$ cat config.mk
export PLATFORM = sky130hd
export DESIGN_NAME = jk_reg_bank_flat
export DESIGN_NICKNAME = d
export VERILOG_FILES = /design/src/rtl/jk_reg_bank_if.sv /design/src/rtl/jk_reg_bank.sv /design/src/flat_wrapper.sv
export SDC_FILE = /design/constraint.sdc
export NUM_CORES = 1
export LEC_CHECK = 0
export ABC_CLOCK_PERIOD_IN_PS = 5520
export CAP_MARGIN = 0
export CORE_AREA = 2 2 54 56
export CTS_BUF_LIST = sky130_fd_sc_hd__clkbuf_2 sky130_fd_sc_hd__clkbuf_4 sky130_fd_sc_hd__clkbuf_8
export CTS_CLUSTER_DIAMETER = 40
export CTS_CLUSTER_SIZE = 30
export DETAILED_ROUTE_END_ITERATION = 6
export DIE_AREA = 0 0 56 58
export PLACE_DENSITY = 0.79
export REMOVE_ABC_BUFFERS = 1
export SLEW_MARGIN = 40
export SYNTH_ARGS = -nofsm -noshare
export SYNTH_HDL_FRONTEND = slang
export SYNTH_SLANG_ARGS = --single-unit
$ cat constraint.sdc
create_clock -name clk -period 5.52 [get_ports clk]
set_input_delay 1.104 -clock clk [delete_from_list [all_inputs] [get_ports clk]]
set_output_delay 1.104 -clock clk [all_outputs]
set_load 0.02 [all_outputs]
$ cat src/rtl/jk_reg_bank_if.sv
// rtl/jk_reg_bank_if.sv - Signal bundle between a controller and jk_reg_bank.
// Ports ld and d exist only when JK_LOAD_EN is defined.
interface jk_reg_bank_if #(
  parameter int WIDTH = 8
);
  logic             en;
  logic [1:0]       mode;
  logic [WIDTH-1:0] j;
  logic [WIDTH-1:0] k;
  logic             ser_in;
`ifdef JK_LOAD_EN
  logic             ld;
  logic [WIDTH-1:0] d;
`endif
  logic [WIDTH-1:0] q;
  logic [WIDTH-1:0] qb;
  logic             tc;
  logic             ovf;

  modport master (
`ifdef JK_LOAD_EN
    output ld, d,
`endif
    output en, mode, j, k, ser_in,
    input  q, qb, tc, ovf
  );

  modport slave (
`ifdef JK_LOAD_EN
    input  ld, d,
`endif
    input  en, mode, j, k, ser_in,
    output q, qb, tc, ovf
  );
endinterface

$ cat src/rtl/jk_reg_bank.sv
// rtl/jk_reg_bank.sv - WIDTH JK stages run as a JK bank, up/down counter or shift register.
// Define JK_LOAD_EN to add a parallel load (ld/d) that ranks below clear.
module jk_reg_bank #(
  parameter int               WIDTH     = 8,
  parameter logic [WIDTH-1:0] RESET_VAL = '0
) (
  input logic          clk,
  input logic          cl,
  jk_reg_bank_if.slave bus
);
  localparam logic [1:0] MODE_JK = 2'b00;
  localparam logic [1:0] MODE_UP = 2'b01;
  localparam logic [1:0] MODE_DN = 2'b10;

  logic [WIDTH-1:0] q_q, q_d;
  logic             ovf_q, ovf_d;
  logic [WIDTH-1:0] j_eff, k_eff;
  logic [WIDTH-1:0] up_t, dn_t;
  logic             tc;

  // Stage i toggles when every lower stage is 1 (up) or 0 (down).
  assign up_t[0] = 1'b1;
  assign dn_t[0] = 1'b1;
  for (genvar i = 1; i < WIDTH; i++) begin : g_toggle
    assign up_t[i] = &q_q[i-1:0];
    assign dn_t[i] = ~(|q_q[i-1:0]);
  end

  always_comb begin
    j_eff = '0;
    k_eff = '0;
    if (bus.en) begin
      case (bus.mode)
        MODE_JK: begin
          j_eff = bus.j;
          k_eff = bus.k;
        end
        MODE_UP: begin
          j_eff = up_t;
          k_eff = up_t;
        end
        MODE_DN: begin
          j_eff = dn_t;
          k_eff = dn_t;
        end
        default: begin
          j_eff = {q_q[WIDTH-2:0], bus.ser_in};
          k_eff = ~{q_q[WIDTH-2:0], bus.ser_in};
        end
      endcase
    end
  end

  assign tc = bus.en & (((bus.mode == MODE_UP) & (&q_q)) |
                        ((bus.mode == MODE_DN) & ~(|q_q)));

  always_comb begin
    q_d   = (j_eff & ~q_q) | (~k_eff & q_q);
    ovf_d = tc;
`ifdef JK_LOAD_EN
    if (bus.ld) begin
      q_d   = bus.d;
      ovf_d = 1'b0;
    end
`endif
  end

  always_ff @(posedge clk) begin
    if (cl) begin
      q_q   <= RESET_VAL;
      ovf_q <= 1'b0;
    end else begin
      q_q   <= q_d;
      ovf_q <= ovf_d;
    end
  end

  assign bus.q   = q_q;
  assign bus.qb  = ~q_q;
  assign bus.tc  = tc;
  assign bus.ovf = ovf_q;
endmodule
$ cat src/flat_wrapper.sv
// flat-port wrapper written by rule: the top's interface ports become plain ports
module jk_reg_bank_flat 
#(
  parameter int               WIDTH     = 8,
  parameter logic [WIDTH-1:0] RESET_VAL = '0
)
  (clk, cl, bus_en, bus_mode, bus_j, bus_k, bus_ser_in, bus_q, bus_qb, bus_tc, bus_ovf);
  jk_reg_bank_if #(.WIDTH(WIDTH)) bus_i ();
  input logic clk;
  input logic cl;
  input wire logic [$bits(bus_i.en)-1:0] bus_en;
  input wire logic [$bits(bus_i.mode)-1:0] bus_mode;
  input wire logic [$bits(bus_i.j)-1:0] bus_j;
  input wire logic [$bits(bus_i.k)-1:0] bus_k;
  input wire logic [$bits(bus_i.ser_in)-1:0] bus_ser_in;
  output wire logic [$bits(bus_i.q)-1:0] bus_q;
  output wire logic [$bits(bus_i.qb)-1:0] bus_qb;
  output wire logic [$bits(bus_i.tc)-1:0] bus_tc;
  output wire logic [$bits(bus_i.ovf)-1:0] bus_ovf;
  assign bus_i.en = bus_en;
  assign bus_i.mode = bus_mode;
  assign bus_i.j = bus_j;
  assign bus_i.k = bus_k;
  assign bus_i.ser_in = bus_ser_in;
  assign bus_q = bus_i.q;
  assign bus_qb = bus_i.qb;
  assign bus_tc = bus_i.tc;
  assign bus_ovf = bus_i.ovf;
  jk_reg_bank #(.WIDTH(WIDTH), .RESET_VAL(RESET_VAL)) u_core (.clk(clk), .cl(cl), .bus(bus_i));
endmodule
==> flow_summary.json <==
{
  "slew_headroom": 0.549,
  "finalSetupViolCount": 0,
  "fin_nets": 180,
  "hold_violations": 0,
  "ys_top_cells_by_area": "dfxtp_1, a211oi_1, ha_1",
  "final_util": 0.484,
  "worstHoldStart": "u_core.bus.q[3]",
  "final_cells": 184,
  "numCtsBuffers": 3,
  "clockBufferDepth": 2,
  "netSwitchingFraction": 0.378,
  "grt_usage": 0.177,
  "min_to": "u_core.bus.q[4]",
  "tightest_slew_ns": 0.677,
  "power_frac_seq": 0.335,
  "status": "complete, no violations",
  "grt_first_pass_wirelength_um": 4620,
  "fmax_mhz": 216,
  "cts_max_level": 1,
  "synth_edf_count": 0,
  "drt_wl_total_um": 2790,
  "drv_cap": 0,
  "vias": 1104,
  "drive_gt1_frac": 0.0654,
  "critPathKind": "input pin to output pin",
  "drt_first_pass_iters": 4,
  "synth_cell_types": 41,
  "synth.top_cell.area_share": 0.202,
  "cts.sinks": 9,
  "drc": 0,
  "postSynth.asyncResetShare": 0,
  "antennaDiodeCount": 0,
  "hpwl_um": 2060,
  "path_clk_slew_ns": 0.07,
  "cp_max_fo": 6,
  "io_pins": 40,
  "fp.dieW_um": 56,
  "skew_ns": 0.00106,
  "synth-seq-area-share": 0.202,
  "cp-start-kind": "input pin",
  "r2r_slack_ns": 3.87,
  "fin_crit_sh": 0.837,
  "rsz0062_at_grt": "false",
  "power_frac_clock": 0.238,
  "finalSetupTns_ns": 0,
  "drtIter0Drc": 45,
  "place_ws_ns": 0.934,
  "antenna_found_initial": 0,
  "report.final.slew_viol_count": 0,
  "fin_crit_ns": 4.62,
  "intPower_mw": 0.157,
  "dpl_cell_area_mm2": 0.00126,
  "syn_inst": 123,
  "worstHoldPathCells": 2,
  "p_sw_mw": 0.0953,
  "arrival_ns": 3.52,
  "final_antenna_net_count": 0,
  "grt_pass1_vias": 1053,
  "synth_common_cells": "nand2_1, inv_1, a211oi_1, a21oi_1, dfxtp_1",
  "initial_core_util": 0.336,
  "synthToLayoutAreaGrowth_pct": 44.4,
  "yosysTopAreaCell": "dfxtp_1",
  "required_ns": 4.42,
  "ff2ff_path_depth": 4,
  "vias_per_cell": 6.00,
  "ys_ff_latch": 9,
  "post_cts_buffers": 0,
  "dpl.cell_count": 180,
  "syn_area_um2": 893,
  "fp.dieArea_mm2": 0.00325,
  "cts_hold_repair.buffers": 0,
  "syn_area_per_cell_um2": 7.26,
  "ys_warn_count": 0,
  "place.port_buffers": 39,
  "finalPower_mw": 0.252,
  "end_kind": "output pin",
  "combPwrFrac": 0.426,
  "timing.rr.start": "u_core.bus.q[2]",
  "num_rows": 19,
  "ir_drop_mv": 0.107,
  "hold_class": "flip-flop to flip-flop",
  "place.gp.congestion": 0.840,
  "core_mm2": 0.00266,
  "overflow": 0,
  "clockRootBuffer": "clkbuf_4",
  "worst_slack_ns": 0.897,
  "cts_tree": "done",
  "hold_slack_ns": 0.643,
  "reg2reg_to": "u_core.bus.q[7]",
  "p_leak_nw": 0.464,
  "final_area_mm2": 0.00129,
  "wl_per_cell_um": 15.2,
  "synth_top_flop_cell": "dfxtp_1",
  "clk_latency_ns": 0.27,
  "post_cts_resized": 0,
  "chipHeight_um": 58,
  "grt_max_degree": 20,
  "powerDensity_mw_per_mm2": 196,
  "yosysMostFrequentCell": "nand2_1"
}
==> how the worst max path moves through the flow <==
stage	depth (start not counted)	start	end	slack [ns]
after CTS	8	bus_mode[0]	bus_tc	0.92
after floorplan	6	bus_mode[0]	bus_tc	2.12
after global placement	8	bus_mode[0]	bus_tc	0.99
after detailed placement	8	bus_mode[0]	bus_tc	0.93
after global routing	8	bus_mode[0]	bus_tc	0.75
final	8	bus_mode[0]	bus_tc	0.90
==> flip-flops by register name, summed over array words and instances (netlist names) <==
register / cells
u_core.bus.ovf: 1
u_core.bus.q: 8
==> routing by layer <==
layer | part of all wire | routed length, um | track usage | vias to the layer above
met5 | 0 | 0 | 0 | -
met4 | 0.011 | 31 | 0.0680 | 0
met3 | 0.081 | 226 | 0.0469 | 4
met2 | 0.48 | 1350 | 0.301 | 61
met1 | 0.42 | 1180 | 0.215 | 523
li1 | - | - | - | 516
==> worst max-delay path, cell delays in order <==
cell and delay, ns:
clkdlybuf4s50_1 0.46, inv_1 0.10, ha_1 0.23, nor4b_4 0.41
nand2_4 0.12, o41ai_1 0.30, and2_2 0.20, clkdlybuf4s50_1 0.60
==> power by group through the flow <==
stage | combinational [mW] | clock, mW | sequential (mW)
final | 0.108 | 0.0602 | 0.0846
after global routing | 0.116 | 0.0660 | 0.0861
after CTS | 0.107 | 0.0601 | 0.0843
after detailed placement | 0.106 | 0 | 0.0857
after global placement | 0.104 | 0 | 0.0854
after floorplan | 0.0481 | 0 | 0.0902
==> cell families after synthesis <==
logic type               after synthesis  share of synthesized area
AO/OA/AOI/OAI                         46                      0.359
AND/OR/NAND/NOR                       38                      0.252
buffers and inverters                 25                      0.120
adder cells (fa/ha/maj)                4                     0.0560
flip-flops                             9                      0.202
multiplexers                           1                     0.0112
==> final cells by class <==
class                      instances  area, um2
fill                             279       1370
multi-input combinational         89        606
timing repair buffer              39        390
sequential                         9        180
inverter                          12       45.0
tap                               31       38.8
clock buffer                       4       30.0
==> placed cells by master (no fill, tap or decap), types with 3 or more instances in the layout <==
cell | netlist | final
clkdlybuf4s50_1 | 0 | 39
nand2_1 | 13 | 13
inv_1 | 12 | 12
a211oi_1 | 9 | 9
a21oi_1 | 9 | 9
dfxtp_1 | 9 | 9
nand3_1 | 6 | 6
o21ai_0 | 5 | 5
a31oi_1 | 4 | 4
ha_1 | 4 | 4
clkbuf_4 | 0 | 4
o211ai_1 | 3 | 3
No activity file was read; power rests on OpenSTA's default activity.
